[src/rtl/execute.sv]
// Execute stage: one ALU operation per valid instruction, result flags,
// conditional PC adjustment against the architectural flags, and a single
// output register bank feeding the write stage. Back-pressure from the
// write stage is forwarded combinationally to the read stage.
module execute #(
  parameter int W           = 32,
  parameter int NR          = 32,
  parameter int FLAGS_INDEX = NR - 1
) (
  input  logic                   clock,
  input  logic                   reset,
  input  logic [NR-1:0][W-1:0]   registers,
  input  logic [W-1:0]           ini_pc,
  input  logic [W-1:0]           ini_adjustment,
  input  logic [W-1:0]           ini_left_value,
  input  logic [W-1:0]           ini_right_value,
  input  logic [4:0]             ini_destination,
  input  logic [3:0]             ini_operation,
  input  logic [2:0]             ini_adjustment_operation,
  input  logic                   ini_destination_is_memory,
  input  logic                   ini_has_flushed,
  input  logic                   ini_is_valid,
  output logic                   ini_hold,
  output logic [W-1:0]           outi_pc,
  output logic [W-1:0]           outi_adjustment,
  output logic [W-1:0]           outi_destination_value,
  output logic [4:0]             outi_destination,
  output logic [3:0]             outi_flags,
  output logic                   outi_destination_is_memory,
  output logic                   outi_has_flushed,
  output logic                   outi_is_valid,
  input  logic                   outi_hold
);

  localparam int SHW = $clog2(W);

  typedef enum logic [3:0] {
    OP_ADD = 4'd0,
    OP_SUB = 4'd1,
    OP_AND = 4'd2,
    OP_OR  = 4'd3,
    OP_XOR = 4'd4,
    OP_SHL = 4'd5,
    OP_SHR = 4'd6,
    OP_ASR = 4'd7,
    OP_MUL = 4'd8,
    OP_MOV = 4'd9
  } alu_op_e;

  typedef enum logic [2:0] {
    ADJ_NEVER  = 3'b000,
    ADJ_ALWAYS = 3'b001,
    ADJ_Z      = 3'b010,
    ADJ_NZ     = 3'b011,
    ADJ_N      = 3'b100,
    ADJ_NN     = 3'b101,
    ADJ_C      = 3'b110,
    ADJ_NC     = 3'b111
  } adj_op_e;

  logic [W-1:0]   w_a;
  logic [W-1:0]   w_b;
  logic [SHW-1:0] w_shamt;
  logic [W:0]     w_sum;
  logic [W:0]     w_diff;
  logic [W:0]     w_shl;
  logic [W:0]     w_shr;
  logic [W:0]     w_asr;
  logic [W-1:0]   w_result;
  logic           w_carry;
  logic           w_overflow;
  logic           w_flag_en;
  logic [3:0]     w_flags;
  logic [3:0]     w_arch_flags;
  logic           w_take;
  logic [W-1:0]   w_adjustment;
  logic           w_unused;

  assign w_a     = ini_left_value;
  assign w_b     = ini_right_value;
  assign w_shamt = w_b[SHW-1:0];

  // The extra bit on each shifter catches the last bit shifted out, which
  // becomes C; a zero shift leaves that bit at 0.
  assign w_sum  = {1'b0, w_a} + {1'b0, w_b};
  assign w_diff = {1'b0, w_a} - {1'b0, w_b};
  assign w_shl  = {1'b0, w_a} << w_shamt;
  assign w_shr  = {w_a, 1'b0} >> w_shamt;
  assign w_asr  = $unsigned($signed({w_a, 1'b0}) >>> w_shamt);

  // Architectural flags {N,Z,C,V}; only the low nibble of one register matters.
  assign w_arch_flags = registers[FLAGS_INDEX][3:0];
  assign w_unused     = ^registers;

  // ALU: result plus carry/overflow for the selected opcode.
  always_comb begin
    // NOTE: every always_comb output gets a default first so no path can infer a latch.
    w_result   = '0;
    w_carry    = 1'b0;
    w_overflow = 1'b0;
    w_flag_en  = 1'b1;
    case (alu_op_e'(ini_operation))
      OP_ADD: begin
        w_result   = w_sum[W-1:0];
        w_carry    = w_sum[W];
        w_overflow = (w_a[W-1] == w_b[W-1]) && (w_sum[W-1] != w_a[W-1]);
      end
      OP_SUB: begin
        w_result   = w_diff[W-1:0];
        w_carry    = ~w_diff[W];
        w_overflow = (w_a[W-1] != w_b[W-1]) && (w_diff[W-1] != w_a[W-1]);
      end
      OP_AND: w_result = w_a & w_b;
      OP_OR:  w_result = w_a | w_b;
      OP_XOR: w_result = w_a ^ w_b;
      OP_SHL: begin
        w_result = w_shl[W-1:0];
        w_carry  = w_shl[W];
      end
      OP_SHR: begin
        w_result = w_shr[W:1];
        w_carry  = w_shr[0];
      end
      OP_ASR: begin
        w_result = w_asr[W:1];
        w_carry  = w_asr[0];
      end
      OP_MUL: w_result = w_a * w_b;
      OP_MOV: w_result = w_b;
      default: w_flag_en = 1'b0;
    endcase
  end

  // Result flags, forced to zero for bubbles and reserved opcodes.
  always_comb begin
    w_flags = 4'b0000;
    if (ini_is_valid && w_flag_en) begin
      w_flags = {w_result[W-1], (w_result == '0), w_carry, w_overflow};
    end
  end

  // Branch condition against the architectural flags; 0 means no redirect.
  always_comb begin
    w_take = 1'b0;
    case (adj_op_e'(ini_adjustment_operation))
      ADJ_NEVER:  w_take = 1'b0;
      ADJ_ALWAYS: w_take = 1'b1;
      ADJ_Z:      w_take = w_arch_flags[2];
      ADJ_NZ:     w_take = ~w_arch_flags[2];
      ADJ_N:      w_take = w_arch_flags[3];
      ADJ_NN:     w_take = ~w_arch_flags[3];
      ADJ_C:      w_take = w_arch_flags[1];
      ADJ_NC:     w_take = ~w_arch_flags[1];
      default:    w_take = 1'b0;
    endcase
    w_adjustment = (ini_is_valid && w_take) ? ini_adjustment : '0;
  end

  // Stall passes straight back to the read stage, suppressed during reset.
  assign ini_hold = outi_hold & ~reset;

  // Output register bank: loads every cycle unless the write stage stalls.
  always_ff @(posedge clock or posedge reset) begin
    // NOTE: sequential state uses non-blocking assignments so all registers update together.
    if (reset) begin
      outi_pc                    <= '0;
      outi_adjustment            <= '0;
      outi_destination_value     <= '0;
      outi_destination           <= '0;
      outi_flags                 <= '0;
      outi_destination_is_memory <= 1'b0;
      outi_has_flushed           <= 1'b0;
      outi_is_valid              <= 1'b0;
    end else if (!outi_hold) begin
      outi_pc                    <= ini_pc;
      outi_adjustment            <= w_adjustment;
      outi_destination_value     <= w_result;
      outi_destination           <= ini_destination;
      outi_flags                 <= w_flags;
      outi_destination_is_memory <= ini_destination_is_memory;
      outi_has_flushed           <= ini_has_flushed;
      outi_is_valid              <= ini_is_valid;
    end
  end

endmodule

[config.mk]
export PLATFORM = sky130hd
export DESIGN_NAME = execute
export DESIGN_NICKNAME = d
export VERILOG_FILES = /design/src/rtl/execute.sv
export SDC_FILE = /design/constraint.sdc
export NUM_CORES = 2
export LEC_CHECK = 0
export CAP_MARGIN = 20
export CORE_AREA = 4 4 493 495
export DETAILED_ROUTE_END_ITERATION = 8
export DIE_AREA = 0 0 497 499
export PLACE_DENSITY = 0.39
export SYNTH_ARGS = -nofsm -noshare
export SYNTH_HDL_FRONTEND = slang
export SYNTH_SLANG_ARGS = --single-unit
[constraint.sdc]
create_clock -name clock -period 5.1 [get_ports clock]
set_input_delay 1.02 -clock clock [delete_from_list [all_inputs] [get_ports clock]]
set_output_delay 1.02 -clock clock [all_outputs]
set_load 0.1 [all_outputs]
==> metrics.md <==
| Metric | Value |
|---|---|
| Outcome | complete, but fails checks |
| Violated checks | setup timing |
| Synth Instances | 3510 |
| Post-route minimum period | 8080 ps |
| Final nets | 6359 |
| Clock slew at reported path FFs | 80 ps |
| DRC violations left | 0 |
| Pin count of the biggest net entering global routing | 81 |
| Post-DP HPWL | 160000 µm |
| Slowest cell on crit path | fa_1 |
| Syn_area_per_cell | 8.30 µm² |
| CTS hold repair buffers | 0 |
| Synth Cell Area | 29100 µm² |
| CP bufs+invs | 7 |
| Synthesized net count | 5310 |
| Worst setup startpoint | ini_left_value[11] |
| Tightest Pin Transition | 1160 ps |
| Io pins | 1279 |
| Met2 WL | 87300 µm |
| Crit Reg-Reg Startpoint | outi_pc[15] |
| Routed WL | 187000 µm |
| Core Region | 238000 µm² |
| GR Util All Layers | 14.6% |
| Ys flop type | dfrtp_1 |
| Clock latency at the later pin of the worst-skew pair | 350 ps |
| DR top layer | met5 |
| Cell Area, Placed | 42500 µm² |
| CTS tree | yes |
| Yosys cell types | 103 |
| Worst EP required | 5360 ps |
| Vias in the first global route | 32900 |
| Via/cell ratio | 4.08 |
| Post-synth EDFFs | 0 |
| H-tree depth | 3 |
| Total gr overflow | 0 |
| Clk_skew | 0 ps |
| Wire per inst | 24.2 µm |
| RSZ-0062 raised after global routing | yes |
| Max Slew Vio Count | 0 |
| Largest stage delay, worst path | 550 ps |
| Area growth syn-to-layout | 59.2% |
| Critical Path Most Common Cell | fa_1 |
| Detailed Routing Iterations Pass 1 | 6 |
| Finished Cell Area | 46400 µm² |
| Port Buffers | 257 |
| Die width | 497 µm |
| Setup ws final | -2980 ps |
| Final cycle utilization of the critical path | 158% |
| Critical hold path startpoint | outi_is_valid |
| DRT met1 WL | 81900 µm |
| Post-synth ARST share | 100% |
| Max Cap Viol | 0 |
| Crit path max fanout | 4 |
| Hold Violations, Final | 0 |
| Cell row count | 179 |
| Starting Density | 12.3% |
| Seq/Total Area, Yosys | 9.27% |
| First-pass GRT wire length | 262000 µm |
| Die height | 499 µm |
| Critical path type | primary input to register |
| Slew headroom | 22.4% |
| Share of cells above drive strength 1 | 35.8% |
| CTS max path bufs | 2 |
| Routability Congestion | 0.982 |
| CP Capture Type | register |
| Routed Antenna Nets | 0 |
| Root buffer cell | clkbuf_16 |
| Fmax | 124 MHz |
| # setup viols final | 30 |
| TritonCTS Buffers | 9 |
| Crit start category | primary input |
| WL met3 | 10100 µm |
| Via count | 31600 |
| Register bit total from synthesis | 108 |
| YS warnings | 0 |
| 1st-iter DRT viols | 2799 |
| CP Data Arrival Time | 8330 ps |
| Clk sinks | 108 |
| Hold crit path type | register to register |
| Critical path's top delay family | adder cells |
| Die area | 248000 µm² |
| Initial antenna violation count | 6 |
## flip-flops by register name (all words and copies together), names as in the netlist
| register | count |
|---|---|
| outi_destination | 5 |
| outi_destination_value | 32 |
| outi_destination_is_memory | 1 |
| outi_adjustment | 32 |
| outi_has_flushed | 1 |
| outi_flags | 4 |
| outi_pc | 32 |
| outi_is_valid | 1 |
## final timing paths
check,endpoint,slack [ps],cells past startpoint
min,outi_is_valid,490,2
max reg2reg,outi_pc[15],4180,1
min reg2reg,outi_is_valid,490,2
max,outi_flags[2],-2980,28
max in group asynchronous,outi_adjustment[29],2790,4
min in group asynchronous,outi_destination_value[24],1240,2
## Yosys cell counts, types with 16 or more instances
library cell / number / area (µm²)
a211oi_1: 37 / 278
a21o_1: 20 / 150
a21oi_1: 129 / 646
a221oi_1: 16 / 140
a22o_1: 47 / 412
a22oi_1: 21 / 158
a31oi_1: 31 / 194
buf_1: 38 / 143
buf_2: 30 / 150
clkbuf_1: 162 / 608
dfrtp_1: 108 / 2700
fa_1: 410 / 8210
ha_1: 220 / 2750
inv_1: 473 / 1780
mux2_2: 73 / 822
mux2i_1: 41 / 410
mux4_2: 38 / 856
nand2_1: 369 / 1390
nand2b_1: 28 / 175
nand3_1: 45 / 225
nand4_1: 25 / 156
nor2_1: 464 / 1740
nor2b_1: 20 / 125
nor3_1: 45 / 225
o211ai_1: 31 / 233
o21ai_0: 101 / 505
o22ai_1: 42 / 263
xnor2_1: 71 / 622
xor2_1: 20 / 175
## routing by layer
metal	vias up	track usage (%)
met5	-	0
li1	13900	-
met1	16200	19.6
met3	217	1.34
met4	2	5.17
met2	1300	24.6
## kinds of logic after synthesis
family / after synthesis / share of synthesized area (%)
muxes: 160 / 7.52
adders and majority gates: 630 / 37.6
xor gates and xnor gates: 91 / 2.73
AOI/OAI and AO/OA: 672 / 16.2
and+or+nand+nor: 1123 / 17.1
DFF: 108 / 9.27
buffers and inverters: 726 / 9.59
## cell usage in the layout (no fill, tap or decap), types with 40 or more instances in the layout
master	n
buf_4	848
inv_1	415
nor2_1	385
nand2_1	362
fa_1	354
clkdlybuf4s50_1	206
ha_1	159
dfrtp_1	108
a21oi_1	104
buf_6	102
mux2_2	73
o21ai_0	72
buf_12	61
xnor2_1	60
fa_2	56
ha_4	54
nor2_2	51
a22o_1	47
nand3_1	42
nor3_1	41
inv_2	41
mux2i_1	40
## worst min-delay path: stages (launching register included)
cell and delay [ps]:
dfrtp_1 350, nand2_1 50, nand2_1 60
## final cells by class
type | count | area [µm²]
diodes | 1 | 2.50
clock buffers | 11 | 243
clock inverters | 5 | 71.3
fillers | 26600 | 191000
inverters | 489 | 1970
multi-input cells | 2676 | 26000
flip-flops and latches | 108 | 2700
well taps | 3167 | 3960
repair buffers | 1275 | 11500
## per-stage QoR
| stage | TNS, ps | setup WS [ps] | hold slack (ps) | utilization, % | instances |
|---|---|---|---|---|---|
| 5_1_grt | -66000 | -3190 | 517 | 19.5 | 7731 |
| 4_1_cts | -61480 | -3030 | 491 | 19.1 | 7696 |
| 3_3_place_gp | -97220 | -4180 | 465 | 17.9 | 7598 |
| 3_5_place_dp | -97080 | -4160 | 468 | 17.9 | 7598 |
| 2_1_floorplan | -56610 | -2970 | 965 | - | 3510 |
| 6_report | -60880 | -2980 | 492 | 19.5 | 7732 |
## what timing repair did
action / CTS / global route
endpoints found under the hold margin: 0 / 0
setup buffers: 87 / 45
resized for setup: 591 / 207
endpoints found under the setup margin: 33 / 33
pin swaps: 188 / 174
cloned: 2 / 0
Power is not shown: default switching activity piles up to over one toggle a cycle in this logic, so the estimate is an artifact.
